File: src/rtl/led_mode_sequencer.sv
// rtl/led_mode_sequencer.sv - ULX3S LED mode sequencer with debounced next/pause buttons and a clock-enable display tick.

module led_mode_button #(
  parameter int DEBOUNCE_CYCLES = 250000
) (
  input  logic clk_i,
  input  logic reset_i,
  input  logic raw_i,
  output logic press_o
);
  localparam int CW = $clog2(DEBOUNCE_CYCLES + 1);

  logic          sync1_q, sync2_q;
  logic          level_q, level_d;
  logic          press_q, press_d;
  logic [CW-1:0] cnt_q, cnt_d;

  // The counter holds the number of consecutive samples that disagreed with
  // the accepted level; the sample that finds it at DEBOUNCE_CYCLES commits the flip.
  always_comb begin
    level_d = level_q;
    press_d = 1'b0;
    cnt_d   = '0;
    if (sync2_q != level_q) begin
      if (cnt_q == CW'(DEBOUNCE_CYCLES)) begin
        level_d = sync2_q;
        press_d = sync2_q;
      end else begin
        cnt_d = cnt_q + CW'(1);
      end
    end
  end

  always_ff @(posedge clk_i) begin
    if (reset_i) begin
      sync1_q <= 1'b0;
      sync2_q <= 1'b0;
      level_q <= 1'b0;
      press_q <= 1'b0;
      cnt_q   <= '0;
    end else begin
      sync1_q <= raw_i;
      sync2_q <= sync1_q;
      level_q <= level_d;
      press_q <= press_d;
      cnt_q   <= cnt_d;
    end
  end

  assign press_o = press_q;
endmodule

module led_mode_sequencer #(
  parameter int TICK_DIV        = 16777216,
  parameter int DEBOUNCE_CYCLES = 250000
) (
  input  logic       clk_25mhz,
  input  logic       reset,
  input  logic       btn_next,
  input  logic       btn_pause,
  output logic [7:0] led,
  output logic [1:0] mode,
  output logic       paused,
  output logic       tick
);
  localparam int PW = $clog2(TICK_DIV);

  typedef enum logic [1:0] {
    MODE_COUNT  = 2'd0,
    MODE_SHIFT  = 2'd1,
    MODE_BOUNCE = 2'd2,
    MODE_BLINK  = 2'd3
  } mode_e;

  mode_e         mode_q, mode_d;
  logic [6:0]    pattern_q, pattern_d;
  logic          heart_q, heart_d;
  logic          paused_q, paused_d;
  logic          dir_right_q, dir_right_d;
  logic [PW-1:0] presc_q, presc_d;
  logic          next_press, pause_press;
  logic          tick_w;

  led_mode_button #(.DEBOUNCE_CYCLES(DEBOUNCE_CYCLES)) u_btn_next (
    .clk_i   (clk_25mhz),
    .reset_i (reset),
    .raw_i   (btn_next),
    .press_o (next_press)
  );

  led_mode_button #(.DEBOUNCE_CYCLES(DEBOUNCE_CYCLES)) u_btn_pause (
    .clk_i   (clk_25mhz),
    .reset_i (reset),
    .raw_i   (btn_pause),
    .press_o (pause_press)
  );

  assign tick_w = !paused_q && (presc_q == PW'(TICK_DIV - 1));

  always_comb begin
    mode_d      = mode_q;
    pattern_d   = pattern_q;
    heart_d     = heart_q;
    paused_d    = paused_q;
    dir_right_d = dir_right_q;
    presc_d     = presc_q;

    if (tick_w) begin
      presc_d = '0;
    end else if (!paused_q) begin
      presc_d = presc_q + PW'(1);
    end

    if (tick_w) begin
      heart_d = ~heart_q;
      unique case (mode_q)
        MODE_COUNT: pattern_d = pattern_q + 7'd1;
        MODE_SHIFT: pattern_d = {pattern_q[5:0], pattern_q[6]};
        MODE_BOUNCE: begin
          pattern_d = dir_right_q ? {1'b0, pattern_q[6:1]} : {pattern_q[5:0], 1'b0};
          if (pattern_d[6]) dir_right_d = 1'b1;
          if (pattern_d[0]) dir_right_d = 1'b0;
        end
        MODE_BLINK: pattern_d = ~pattern_q;
        default:    pattern_d = pattern_q;
      endcase
    end

    // A mode change overrides the tick's pattern update but not its heartbeat toggle.
    if (next_press) begin
      mode_d      = mode_e'(mode_q + 2'd1);
      presc_d     = '0;
      dir_right_d = 1'b0;
      unique case (mode_d)
        MODE_COUNT: pattern_d = 7'h00;
        MODE_BLINK: pattern_d = 7'h55;
        default:    pattern_d = 7'h01;
      endcase
    end

    if (pause_press) paused_d = ~paused_q;
  end

  always_ff @(posedge clk_25mhz) begin
    if (reset) begin
      mode_q      <= MODE_COUNT;
      pattern_q   <= '0;
      heart_q     <= 1'b0;
      paused_q    <= 1'b0;
      dir_right_q <= 1'b0;
      presc_q     <= '0;
    end else begin
      mode_q      <= mode_d;
      pattern_q   <= pattern_d;
      heart_q     <= heart_d;
      paused_q    <= paused_d;
      dir_right_q <= dir_right_d;
      presc_q     <= presc_d;
    end
  end

  assign led    = {heart_q, pattern_q};
  assign mode   = mode_q;
  assign paused = paused_q;
  assign tick   = tick_w;
endmodule

File: config.mk
export PLATFORM = sky130hd
export DESIGN_NAME = led_mode_sequencer
export DESIGN_NICKNAME = d
export VERILOG_FILES = /design/src/rtl/led_mode_sequencer.sv
export SDC_FILE = /design/constraint.sdc
export NUM_CORES = 1
export LEC_CHECK = 0
export CORE_ASPECT_RATIO = 0.5
export CORE_MARGIN = 4
export CORE_UTILIZATION = 50
export CTS_CLUSTER_DIAMETER = 80
export DETAILED_ROUTE_END_ITERATION = 6
export MAX_ROUTING_LAYER = met4
export PLACE_DENSITY_LB_ADDON = 0.1
export SYNTH_ARGS = -nofsm -noshare
export SYNTH_HDL_FRONTEND = slang
export SYNTH_SLANG_ARGS = --single-unit
File: constraint.sdc
create_clock -name clk_25mhz -period 1.9 [get_ports clk_25mhz]
set_clock_uncertainty 0.2 [all_clocks]
set_input_delay 0.57 -clock clk_25mhz [delete_from_list [all_inputs] [get_ports clk_25mhz]]
set_output_delay 0.57 -clock clk_25mhz [all_outputs]
set_load 0.01 [all_outputs]
==> reports/results.ini, run 1 <==
[timing]
slew_headroom_pct=67.9
max_freq_mhz=436
rsz0062_at_grt=yes
tns_ns=-1.31
layout_min_cycle_time_ns=2.29
setup_violations=19
fin_crit_sh_pct=121
tightest_slew_ns=0.480
finalHoldViolations=0
hold_ws_ns=0.225
setup_ws_ns=-0.392
drv_slew=0

[die]
core-area_um2=7400
dieArea_um2=9230
pin_count=16
initial_core_util_pct=51.8
rows=22
dieWidth_um=132
fp.dieH_um=69.9

[logic_synthesis]
async_flop_share_pct=0
synth.avg_cell_area_um2=8.82
yosysTopAreaCell=dfxtp_1
ys_warn_count=0
synth_edf_count=0
syn-num-nets=449
postSynthCellCount=435
synth_most_common_cell=dfxtp_1
synth_common_cells=80 x dfxtp_1, 74 x nor2_1, 36 x xor2_1
ys_types=57
synth_top_flop_cell=dfxtp_1
synthTopCellsByArea=dfxtp_1 42%, xor2_1 8.2%, nor2_1 7.2%
synth_seq_cells=80
netlist_area_um2=3840
synth_seq_area_share_pct=41.7
yosysTopAreaCellShare_pct=41.7

[clock_tree]
clk_pin_slew_worst_paths_ns=0.06
cts-root-buf=clkbuf_16
clkLatencyLatePin_ns=0.34
numCtsBuffers=9
cts_sinks=80
htreeDepth=3
clk_path_buf_depth=2
cts_tree=done

[power_and_ir_drop]
vdd_drop_max_mv=0.610
power.density_nw_per_um2=678
leakage_nw=2.11

[detailed_routing]
drc=0
drt_iter0_markers=243
avgRoutedWirePerCell_um=14.4
routed_wl_mm=9.18
num_vias=3439
via_per_inst=5.41
ant_nets=0
dr.pass1.iters=5

[worst_setup_path]
cp.arrival_ns=1.52
slowest_stage=dfxtp_2
worstPathRequired_ns=1.13
max_stage_delay_ns=0.34
cp_top_family=simple AND/OR/NAND/NOR gates
critical_path_class=register to primary output
cp-start-kind=register
crit_buf_inv=1
end_kind=primary output
crit_fanout=3
regToRegSetupSlack_ns=-0.10
crit_path_cell_trace=nand4_1 > nor4_4 > and2_4 > buf_6

[grt]
antenna_found_initial=0
grt_max_degree=19
grt_use_total_pct=20.3
grt_overflow_total=0
grt_pass1_wl_mm=14.9
grt_pass1_vias=3265

[finish]
nets=549
area_growth_pct=36.7
final_cell_area_um2=5250
diodes=0
drive_above_1_share_pct=28.0

[outcome]
outcome=complete, but fails checks
failed_checks=setup timing

[placed_design]
io_buffers=15
hpwl_mm=6.22
place_congestion=0.917
preCtsSetupSlack_ns=-0.449
postPlaceCellArea_um2=4560

[hold_path]
hold_path_class=register to register

[run]
max-cap-violations=0

[layer usage]
| metal | vias to the layer above | track usage [%] | wire (µm) |
|---|---|---|---|
| met5 | - | - | 0 |
| met4 | 0 | 8.03 | 178 |
| met3 | 18 | 5.90 | 385 |
| met2 | 73 | 32.7 | 4510 |
| met1 | 1631 | 24.1 | 4110 |
| li1 | 1717 | - | - |
[state kept, by name, indices dropped and copies added (netlist names)]
signal and flops:
dir_right_q 1, heart_q 1, mode 2, pattern_q 7, paused 1, presc_q 24
u_btn_next.cnt_q 18, u_btn_next.level_q 1, u_btn_next.press_o 1, u_btn_next.sync1_q 1, u_btn_next.sync2_q 1, u_btn_pause.cnt_q 18
u_btn_pause.level_q 1, u_btn_pause.press_o 1, u_btn_pause.sync1_q 1, u_btn_pause.sync2_q 1
[cells by family (layout without fill, tap and decap cells)]
group	after synthesis	count (layout)	synth area share, %
and+or+nand+nor	206	206	29.6
DFF	80	80	41.7
xor gates and xnor gates	54	54	12.3
AOI/OAI and AO/OA	47	47	8.15
buffers and inverters	34	139	3.88
adders and majority gates	10	10	3.26
muxes	4	4	1.04
[report_power, final]
group / internal, mW / switching [mW] / total [mW]
Clock: 1.09 / 0.655 / 1.75
Sequential: 1.69 / 0.00891 / 1.70
Combinational: 0.0610 / 0.0503 / 0.111
[stage by stage]
step | utilization, % | std cells | total power, mW
floorplan | - | 435 | 1.77
global placement | 61.6 | 600 | 1.81
detailed placement | 61.6 | 600 | 1.82
CTS | 67.2 | 624 | 3.57
global route | 70.8 | 636 | 3.70
finish | 70.8 | 636 | 3.55
[timing repair]
action	4_1_cts	5_1_grt
cloned	0	4
hold buffers	0	0
hold endpoints to repair	0	0
gates resized for setup	33	44
endpoints found under the setup margin	21	65
setup buffers	8	12
pin swaps	12	16
[layout make-up]
| class | instances | area (µm²) |
|---|---|---|
| clock inverters | 2 | 37.5 |
| inverters | 17 | 63.8 |
| repair buffers | 106 | 933 |
| clock buffers | 14 | 264 |
| multi-input cells | 321 | 2210 |
| fillers | 572 | 2160 |
| flip-flops and latches | 80 | 1620 |
| well taps | 96 | 120 |
[worst paths after layout]
path / endpoint / cells after the start / from
worst min-delay path: u_btn_next.cnt_q[0] / 1 / u_btn_next.cnt_q[0]
worst max register to register: pattern_q[2] / 9 / presc_q[1]
worst max-delay path: tick / 4 / presc_q[21]
worst min register to register: u_btn_next.cnt_q[0] / 1 / u_btn_next.cnt_q[0]
[cell usage in the layout (no fill, tap or decap), types with 6 or more instances in the layout]
cell type	netlist	final
dlygate4sd2_1	0	10
nand3_1	29	29
buf_6	0	14
nor2_2	0	6
xor2_1	36	36
inv_1	17	17
and3_1	10	10
clkbuf_16	0	11
nor2_1	74	68
dfxtp_2	0	11
xnor2_1	18	18
ha_1	10	9
a21oi_1	15	12
nand2_1	28	26
dfxtp_1	80	68
nand4_1	15	15
o21ai_0	7	6
buf_4	3	73
No activity file was read; power rests on OpenSTA's default activity.
==> inputs of run 2 (changes only) <==
HOLD_SLACK_MARGIN = 0.15   (was default)
SLEW_MARGIN = 0   (was default)
==> results of run 2 <==
The final DEF is identical to that of run 1; final timing and power are the same.
==> inputs of run 3 (changes only) <==
CTS_CLUSTER_DIAMETER = 60   (was 80)
CTS_CLUSTER_SIZE = 28   (was default)
GPL_ROUTABILITY_DRIVEN = 0   (was default)
==> reports/results.ini, run 3 (synthesis gave the netlist of run 1 again) <==
[power_and_ir_drop]
leakage_nw=2.18  ; +3.2%
vdd_drop_max_mv=0.611  ; +0.15%
power.density_nw_per_um2=716  ; +5.7%

[worst_setup_path]
cp_top_family=simple AND/OR/NAND/NOR gates
cp_num_cells=5  ; +1
r2r_end=pattern_q[4]
slowest_stage=dfxtp_2
cp-start-kind=register
crit_path_cell_trace=ha_4 > nand4b_4 > nor4_4 > and2_4 > buf_6
rr_worst_depth=7  ; -2
timing.rr.start=presc_q[19]
max_stage_delay_ns=0.35  ; about the same
cp.arrival_ns=1.56  ; +0.04 ns
crit_buf_inv=1  ; unchanged
end_kind=primary output
worstPathRequired_ns=1.13  ; about the same
critical_path_class=register to primary output
crit_fanout=2  ; -1
regToRegSetupSlack_ns=-0.07  ; +0.03 ns

[detailed_routing]
dr.pass1.iters=5  ; unchanged
via_per_inst=5.53  ; +2.3%
routed_wl_mm=9.74  ; +6.1%
drt_iter0_markers=151  ; -38%
avgRoutedWirePerCell_um=15.3  ; +5.9%
ant_nets=0  ; unchanged
drc=0  ; unchanged
num_vias=3522  ; +2.4%

[clock_tree]
clk_path_buf_depth=2  ; unchanged
cts-root-buf=clkbuf_16
clk_pin_slew_worst_paths_ns=0.06  ; about the same
cts_tree=done
cts_sinks=80  ; unchanged
ctsHoldBuffers=0  ; unchanged
numCtsBuffers=9  ; unchanged
htreeDepth=3  ; unchanged
clkLatencyLatePin_ns=0.34  ; about the same

[finish]
final_cell_area_um2=5350  ; +2.1%
largestRegisters=presc_q: 24 flops, u_btn_next.cnt_q: 18 flops, u_btn_pause.cnt_q: 18 flops
mostFrequentLayoutCells=77 x buf_4, 73 x nor2_1, 59 x dfxtp_1, 36 x xor2_1, 29 x nand3_1
nFillCells=546  ; -4.5%
diodes=0  ; unchanged
final_common_cell=buf_4
regMostFlops=presc_q
largest_reg_flops=24  ; unchanged
area_growth_pct=39.5
nets=550  ; +0.18%
drive_above_1_share_pct=32.3  ; +4.4 points
fin_util_pct=72.3  ; +1.5 points

[placed_design]
io_buffers=15  ; unchanged
hpwl_mm=6.12  ; -1.6%
postPlaceCellArea_um2=4550  ; -0.22%
preCtsSetupSlack_ns=-0.490  ; -0.0411 ns

[hold_path]
min_to=u_btn_pause.sync2_q
hold_depth=1  ; unchanged
hold_path_class=register to register
worstHoldStart=u_btn_pause.sync1_q

[grt]
grt_overflow_total=0  ; unchanged
antenna_found_initial=0  ; unchanged
grt_use_total_pct=21.0  ; +0.67 points
grt_pass1_wl_mm=15.6  ; +4.6%
grt_pass1_vias=3444  ; +5.5%
grt_max_degree=19  ; unchanged

[die]
rows=22  ; unchanged
dieArea_um2=9230  ; unchanged
fp.dieH_um=69.9  ; unchanged
pin_count=16  ; unchanged
initial_core_util_pct=51.8  ; unchanged
dieWidth_um=132  ; unchanged
core-area_um2=7400  ; unchanged

[timing]
drv_slew=0  ; unchanged
max_freq_mhz=430  ; -1.5%
rsz0062_at_grt=yes
slew_headroom_pct=69.7  ; +1.8 points
finalHoldViolations=0  ; unchanged
setup_ws_ns=-0.428  ; -0.0361 ns
layout_min_cycle_time_ns=2.33  ; +0.0361 ns
setup_violations=6  ; -13
fin_crit_sh_pct=123  ; +1.9 points
tightest_slew_ns=0.453  ; -0.0271 ns

[outcome]
outcome=complete, but fails checks
failed_checks=setup timing

[run]
max-cap-violations=0  ; unchanged

## run 3: cell count changes in the layout (fill, tap and decap cells not counted), moves of 3 or more
cell	change
buf_4	+4
clkbuf_1	-3
dfxtp_1	-9
dfxtp_2	+10
nand2_1	-3
nor2_1	+5
nor2_2	-5
## run 3: final cells by class
class / count / area (µm²) / area share, %
clock buffers: 11 / 253 / 4.72
multi-input cells: 321 / 2270 / 42.5
clock inverters: 5 / 103 / 1.92
flip-flops and latches: 80 / 1630 / 30.4
inverters: 17 / 63.8 / 1.19
well taps: 96 / 120 / 2.24
repair buffers: 107 / 911 / 17.0
## run 3: report_power, final
group | switching (mW) | total, mW | internal, mW
Clock | 0.672 | 2.02 | 1.35
Sequential | 0.00918 | 1.70 | 1.69
Combinational | 0.0513 | 0.111 | 0.0594
## run 3: per-layer routing
metal	part of all wire, %	wire, µm	GRT usage (%)
met2	51	4980	35.9
met4	2.4	232	7.92
met3	4.4	427	5.97
met1	42	4100	23.5
met5	0	0	-
## run 3: metrics by stage
step	cells	power (mW)	hold WS (ns)	TNS, ns
floorplan	435	1.77	0.214	-0.0404
global placement	597	1.82	0.218	-11.51
detailed placement	597	1.82	0.242	-12.82
CTS	621	3.85	0.230	-0.849
global route	637	3.96	0.262	-2.34
finish	637	3.83	0.243	-0.607
## run 3: repair_timing
action / in CTS / in global routing
gates cloned: 3 / 2
setup endpoints to repair: 55 / 69
pin swaps: 11 / 23
resized for setup: 43 / 55
buffers inserted: 5 / 15
## run 3: worst max-delay path by stage
stage / end / from
5_1_grt: tick / presc_q[0]
3_5_place_dp: tick / presc_q[21]
3_3_place_gp: tick / presc_q[21]
6_report: tick / presc_q[0]
4_1_cts: tick / presc_q[1]
2_1_floorplan: tick / presc_q[3]
